**config.mk**
```make
export PLATFORM = sky130hd
export DESIGN_NAME = pc_fetch_stage
export DESIGN_NICKNAME = d
export VERILOG_FILES = /design/src/rtl/pc_fetch_stage_pkg.sv /design/src/rtl/pc_fetch_stage_add_four.sv /design/src/rtl/pc_fetch_stage.sv
export SDC_FILE = /design/constraint.sdc
export NUM_CORES = 1
export LEC_CHECK = 0
export ABC_CLOCK_PERIOD_IN_PS = 4700
export CORE_MARGIN = 2
export CORE_UTILIZATION = 40
export CTS_BUF_LIST = sky130_fd_sc_hd__clkbuf_4
export DETAILED_ROUTE_END_ITERATION = 6
export PLACE_DENSITY = 0.71
export SKIP_LAST_GASP = 1
export SLEW_MARGIN = 5
export SYNTH_ARGS = -nofsm -noshare
export SYNTH_HDL_FRONTEND = slang
export SYNTH_HIERARCHICAL = 1
export SYNTH_SLANG_ARGS = --single-unit
```
**constraint.sdc**
```tcl
create_clock -name clk -period 4.7 [get_ports clk]
set_input_delay 0.94 -clock clk [delete_from_list [all_inputs] [get_ports clk]]
set_output_delay 0.94 -clock clk [all_outputs]
set_load 0.02 [all_outputs]
```
**src/rtl/pc_fetch_stage_pkg.sv**
```systemverilog
// Shared pipeline definitions for the fetch stage.
//   fetch_state_e    : fetch FSM states (issue request / wait for response)
//   NOP_INSTR        : MIPS canonical NOP (sll $0,$0,0), used as the empty-slot word
//   DEFAULT_RESET_PC : default boot address
package pc_fetch_stage_pkg;

  typedef enum logic {
    FETCH_REQ  = 1'b0,
    FETCH_WAIT = 1'b1
  } fetch_state_e;

  localparam logic [31:0] NOP_INSTR        = 32'h0000_0000;
  localparam logic [63:0] DEFAULT_RESET_PC = 64'h0;

endpackage

```
**src/rtl/pc_fetch_stage_add_four.sv**
```systemverilog
// add_Four: SIZE-bit +4 incrementer for the program counter.
//   pc_i       : current PC
//   pc_plus4_o : pc_i + 4, wrapping modulo 2^SIZE (no carry out)
module add_Four #(
  parameter int unsigned SIZE = 64
) (
  input  logic [SIZE-1:0] pc_i,
  output logic [SIZE-1:0] pc_plus4_o
);

  assign pc_plus4_o = pc_i + {{(SIZE-3){1'b0}}, 3'b100};

endmodule

```
**src/rtl/pc_fetch_stage.sv**
```systemverilog
// pc_fetch_stage: instruction-fetch front end.
// Holds the PC, issues one instruction-memory request at a time, and captures
// the returned word into an IF/ID slot with a valid/ready handshake.
// Ports:
//   clk, rst_n                 : clock (rising edge), async active-low reset
//   redirect_valid/redirect_pc : branch/jump redirect (target bits [1:0] dropped)
//   imem_req/imem_addr         : request to instruction memory (addr = PC)
//   imem_gnt                   : request accepted when imem_req && imem_gnt
//   imem_rvalid/imem_rdata     : one response per granted request
//   if_valid/if_pc/if_pc_plus4/if_instr : IF/ID slot contents
//   id_ready                   : decode consumes the slot when if_valid && id_ready
module pc_fetch_stage
  import pc_fetch_stage_pkg::*;
#(
  parameter int unsigned     SIZE     = 64,
  parameter logic [SIZE-1:0] RESET_PC = SIZE'(DEFAULT_RESET_PC),
  parameter int unsigned     INST_W   = 32
) (
  input  logic              clk,
  input  logic              rst_n,
  input  logic              redirect_valid,
  input  logic [SIZE-1:0]   redirect_pc,
  output logic              imem_req,
  output logic [SIZE-1:0]   imem_addr,
  input  logic              imem_gnt,
  input  logic              imem_rvalid,
  input  logic [INST_W-1:0] imem_rdata,
  output logic              if_valid,
  output logic [SIZE-1:0]   if_pc,
  output logic [SIZE-1:0]   if_pc_plus4,
  output logic [INST_W-1:0] if_instr,
  input  logic              id_ready
);

  fetch_state_e      state_q, state_d;
  logic [SIZE-1:0]   pc_q, pc_d;
  logic              kill_q, kill_d;
  logic              if_valid_q, if_valid_d;
  logic [SIZE-1:0]   if_pc_q, if_pc_d;
  logic [SIZE-1:0]   if_pc_plus4_q, if_pc_plus4_d;
  logic [INST_W-1:0] if_instr_q, if_instr_d;

  logic [SIZE-1:0]   pc_plus4;
  logic              slot_free;
  logic              req_fire;
  logic              load_slot;
  logic              unused_redirect_lsbs;

  // Target alignment forces the low two bits to zero.
  assign unused_redirect_lsbs = ^redirect_pc[1:0];

  add_Four #(.SIZE(SIZE)) u_add_four (
    .pc_i       (pc_q),
    .pc_plus4_o (pc_plus4)
  );

  // State and datapath registers
  always_ff @(posedge clk or negedge rst_n) begin
    if (!rst_n) begin
      state_q       <= FETCH_REQ;
      pc_q          <= RESET_PC;
      kill_q        <= 1'b0;
      if_valid_q    <= 1'b0;
      if_pc_q       <= '0;
      if_pc_plus4_q <= '0;
      if_instr_q    <= INST_W'(NOP_INSTR);
    end else begin
      state_q       <= state_d;
      pc_q          <= pc_d;
      kill_q        <= kill_d;
      if_valid_q    <= if_valid_d;
      if_pc_q       <= if_pc_d;
      if_pc_plus4_q <= if_pc_plus4_d;
      if_instr_q    <= if_instr_d;
    end
  end

  // Output / handshake decode. imem_req is held low while reset is asserted.
  always_comb begin
    slot_free = !if_valid_q || id_ready;
    imem_req  = rst_n && (state_q == FETCH_REQ) && !redirect_valid && slot_free;
    req_fire  = imem_req && imem_gnt;
    // A redirect in the same cycle as the response discards the response.
    load_slot = (state_q == FETCH_WAIT) && imem_rvalid && !kill_q && !redirect_valid;
  end

  // Next-state logic
  always_comb begin
    state_d       = state_q;
    kill_d        = kill_q;
    pc_d          = pc_q;
    if_valid_d    = if_valid_q;
    if_pc_d       = if_pc_q;
    if_pc_plus4_d = if_pc_plus4_q;
    if_instr_d    = if_instr_q;

    unique case (state_q)
      FETCH_REQ: begin
        if (req_fire) state_d = FETCH_WAIT;
      end
      FETCH_WAIT: begin
        if (imem_rvalid) begin
          state_d = FETCH_REQ;
          kill_d  = 1'b0;
        end else if (redirect_valid) begin
          // Response still outstanding: remember to drop it on arrival.
          kill_d = 1'b1;
        end
      end
    endcase

    if (redirect_valid) pc_d = {redirect_pc[SIZE-1:2], 2'b00};
    else if (load_slot) pc_d = pc_plus4;

    // Load wins over a same-cycle consume.
    if (load_slot) begin
      if_valid_d    = 1'b1;
      if_pc_d       = pc_q;
      if_pc_plus4_d = pc_plus4;
      if_instr_d    = imem_rdata;
    end else if (redirect_valid || (if_valid_q && id_ready)) begin
      if_valid_d = 1'b0;
    end
  end

  assign imem_addr   = pc_q;
  assign if_valid    = if_valid_q;
  assign if_pc       = if_pc_q;
  assign if_pc_plus4 = if_pc_plus4_q;
  assign if_instr    = if_instr_q;

endmodule
```
# Word level (Yosys, flattened, before mapping)
# Index checks and enable logic that the tools add are counted.
[classes]
muxes = 9
n_bitwise = 1
add_sub_neg = 1
n_reduce_logical = 17
[ops]
columns = ["op", "n"]
rows = [
  ["64-bit 2-to-1 mux", 2],
  ["64-bit by 3-bit adder with 64-bit output (second input constant)", 1],
  ["1-bit logical AND", 8],
  ["1-bit 2-to-1 mux", 6],
  ["2-bit nonzero test", 3],
  ["1-bit zero test", 3],
  ["1-bit logical OR", 2],
  ["1-bit one-hot mux with 2 select lines", 1],
  ["2-bit AND reduction", 1],
  ["1-bit NOT", 1],
]
[word_totals]
word_cells = 35
register_bits = 227

# Logic depth before layout (Yosys ltp)
[logic_depth]
depth_word = 7
ltp_mapped = 8
ltp_nobuf = 8

# Modules after synthesis
# The synthesis kept the hierarchy.
[by_module_without_submodules]
columns = ["module", "cells_per_inst", "n_inst", "area_each_um2"]
rows = [
  ["pc_fetch_stage", 965, 1, 8883.5],
  ["add_Four", 205, 1, 1365.1],
]

# Worst setup path before layout
# Ideal clock, no wire load.
[synth_timing]
path_type = "input to output"
from = "input id_ready"
to = "output imem_req"
slack_ps = 2450
stages = 2
arrival_time_ps = 1310
path_cell_list = "nand2b_1 -> and3_1"
[synth_between]
elab_chain_len = 2
[synth_lines]
columns = ["element", "line_no", "rtl"]
rows = [
  ["from (decl)", "pc_fetch_stage.sv:32", "input logic id_ready"],
  ["1-bit logical OR", "pc_fetch_stage.sv:80", "slot_free = !if_valid_q || id_ready;"],
  ["1-bit logical AND", "pc_fetch_stage.sv:81", "imem_req = rst_n && (state_q == FETCH_REQ) && !redirect_valid && slot_free;"],
  ["to (decl)", "pc_fetch_stage.sv:23", "output logic imem_req,"],
]
# Every way passes these cells.

# Final worst setup path
# Same ends and word-level chain as after synthesis.

==> results.py <==
metrics = {
    "routing": {
        "routedWlPerCell_um": 16.7,
        "dr.pass1.iters": 5,
        "ant_nets": 0,
        "viasPerCell": 4.98,
        "route.detailed.drc": 0,
        "drt_iter0_drc": 532,
        "wirelength_mm": 31.4,
        "vias": 9349,
    },
    "placed_design": {
        "hpwl_mm": 21.4,
        "portBuffers": 325,
        "place_ws_ns": 1.40,
        "routabilityCongestion": 0.803,
    },
    "critical_path": {
        "endpoint_kind": "output pin",
        "reg2reg_depth": 7,
        "cp.arrival_ns": 2.36,
        "crit_required_ns": 3.76,
        "criticalPathCategory": "in -> out",
        "cp_max_fo": 2,
        "cp-start-kind": "input pin",
    },
    "synth": {
        "synthesis.area_sq_um": 10200,
        "synth_largest_area_cell": "dfrtp_1",
        "synth_top_area_share_pct": 55.4,
        "avgSynthCellArea_sq_um": 8.76,
        "ys.flop_type": "dfrtp_1",
        "synth_cell_types": 33,
        "yosysSeqAreaShare_pct": 55.4,
        "syn_inst": 1170,
        "post-synth-top-count-cell": "nand2_1",
        "synth-edff-count": 0,
        "ys_warn_count": 6,
        "ys_async_sr_fraction_pct": 100,
        "synth-seq-cells": 227,
        "syn_nets": 1273,
        "synth_commonest_cells": "nand2_1, dfrtp_1, nand3_1",
        "ys_top_cells_by_area": "dfrtp_1, nand2_1, nand3b_1",
    },
    "sta": {
        "rsz0062_at_grt": "false",
        "period_share_pct": 70.1,
        "worstMarginPinSlew_ns": 0.935,
        "skew_ns": 0.0272,
        "relSlewSlack_pct": 37.7,
        "drv_slew": 0,
        "fmax_ghz": 0.303,
        "worst_slack_ns": 1.40,
        "hold_viol": 0,
        "setup_tns_ns": 0,
        "setup_violations": 0,
        "period_needed_ns": 3.30,
    },
    "clocking": {
        "cts_root_buf": "clkbuf_4",
        "holdBufCountCts": 0,
        "worst_skew_pair.late_latency_ns": 0.62,
        "cts_inserted_buffers": 66,
        "cts-htree-levels": 3,
        "cts.sinks": 227,
        "ctsResizeCount": 0,
        "cts.clk_slew.worst_paths_ns": 0.07,
        "clock_path_buffers": 3,
        "tritoncts": "done",
        "cts_setup_buffers": 0,
    },
    "global_routing": {
        "antenna_found_initial": 1,
        "grt_pass1_wl_mm": 49.3,
        "grt_max_degree": 94,
        "grt.overflow.total": 0,
        "grt_pass1_vias": 9230,
        "grtUsageTotal_pct": 23.2,
    },
    "floorplan": {
        "row_count": 58,
        "die_area_sq_um": 26900,
        "start_util_pct": 40.7,
        "ios": 328,
        "die_y_um": 164,
        "die_w_um": 164,
        "core_region_area_sq_um": 25200,
    },
    "power": {
        "power_leakage_nw": 6.97,
        "swShare_pct": 35.5,
        "combPwrFrac_pct": 35.8,
        "seqPwrFrac_pct": 40.5,
        "p_clk_share_pct": 23.7,
        "ir_drop_uv": 267,
        "internal_power_mw": 4.56,
        "switchingPower_mw": 2.51,
        "powerDensity_nw_per_um2": 490,
    },
    "final_layout": {
        "area_growth_syn_to_layout_pct": 41.0,
        "nNetsFinal": 1616,
        "drive_gt1_share_pct": 7.56,
    },
    "min_path": {
        "hold_class": "in -> async",
    },
    "flow_run": {
        "drv_cap": 0,
    },
    "outcome": {
        "status": "complete, no violations",
    },
}
## through the flow
stage	hold slack, ns	power (mW)	utilization (%)	instances	instance area [sq um]
final	0.205	7.08	57.4	1879	14500
after global routing	0.187	7.51	57.4	1879	14500
after CTS	0.163	7.17	57.4	1878	14400
after detailed placement	0.462	5.45	54.5	1775	13700
after global placement	0.457	5.40	54.5	1775	13700
after floorplan	0.510	4.03	-	1170	10200
## cells by family (layout without fill, tap and decap cells)
| kind of cell | Yosys count | count (layout) | synth area share (%) |
|---|---|---|---|
| AO/OA/AOI/OAI | 4 | 4 | 0.232 |
| flip-flops | 227 | 227 | 55.4 |
| AND/OR/NAND/NOR | 806 | 806 | 35.4 |
| multiplexers | 2 | 2 | 0.195 |
| XOR/XNOR | 60 | 60 | 5.13 |
| adder cells (fa/ha/maj) | 1 | 1 | 0.122 |
| other | 0 | 1 | 0 |
| buffers and inverters | 70 | 448 | 3.46 |
## state kept, by name, indices dropped and copies added, names as in the netlist
name / count
kill_q: 1
if_valid: 1
if_pc: 64
imem_addr: 64
state_q: 1
if_pc_plus4: 64
if_instr: 32
## routing by layer
layer  global-route usage, %  vias to the layer above  share of wire [%]
met4                    8.01                        0                1.9
li1                        -                     4489                  -
met2                    38.1                      335                 48
met3                    7.37                       39                9.1
met5                       0                        -                  0
met1                    28.9                     4486                 41
## final timing paths
kind,startpoint,end,slack (ns)
max,id_ready,imem_req,1.40
min in group clk,if_pc_plus4[55]$_DFFE_PN0P_,if_pc_plus4[55]$_DFFE_PN0P_,0.47
min reg2reg,if_pc_plus4[55]$_DFFE_PN0P_,if_pc_plus4[55]$_DFFE_PN0P_,0.47
max in group asynchronous,rst_n,if_pc_plus4[60]$_DFFE_PN0P_,2.67
max reg2reg,imem_addr[35]$_DFFE_PN0P_,imem_addr[57]$_DFFE_PN0P_,1.85
min,rst_n,if_pc[38]$_DFFE_PN0P_,0.20
## cells in the final DEF, fill, tap and decap left out, types with 10 or more instances in the layout
cell type / n
nand3b_1: 63
buf_4: 10
nand4_1: 20
nand2_1: 564
xor2_1: 28
xnor2_1: 32
dfrtp_1: 227
nor2_1: 28
clkinv_1: 10
nand3_1: 90
nor3_1: 11
clkdlybuf4s50_1: 323
clkbuf_4: 90
## power groups by stage
stage                     Clock (mW)  Combinational [mW]  Sequential (mW)
final                           1.67                2.53             2.87
after global routing            1.85                2.73             2.93
after CTS                       1.74                2.56             2.87
after detailed placement           0                2.55             2.90
after global placement             0                2.53             2.88
after floorplan                    0               0.524             3.50
## critical path, stage by stage
cell             delay (ns)
clkdlybuf4s50_1        0.46
nand2b_1               0.13
and3_1                 0.18
clkdlybuf4s50_1        0.65
## cell type report
cell class | count | area, sq um
fill | 2277 | 10700
tap | 330 | 413
clock buffer | 90 | 676
multi-input combinational | 873 | 4230
sequential | 227 | 5680
timing repair buffer | 336 | 3360
antenna | 1 | 2.50
clock inverter | 13 | 48.8
inverter | 9 | 33.8
(Power assumes the default switching activity.)
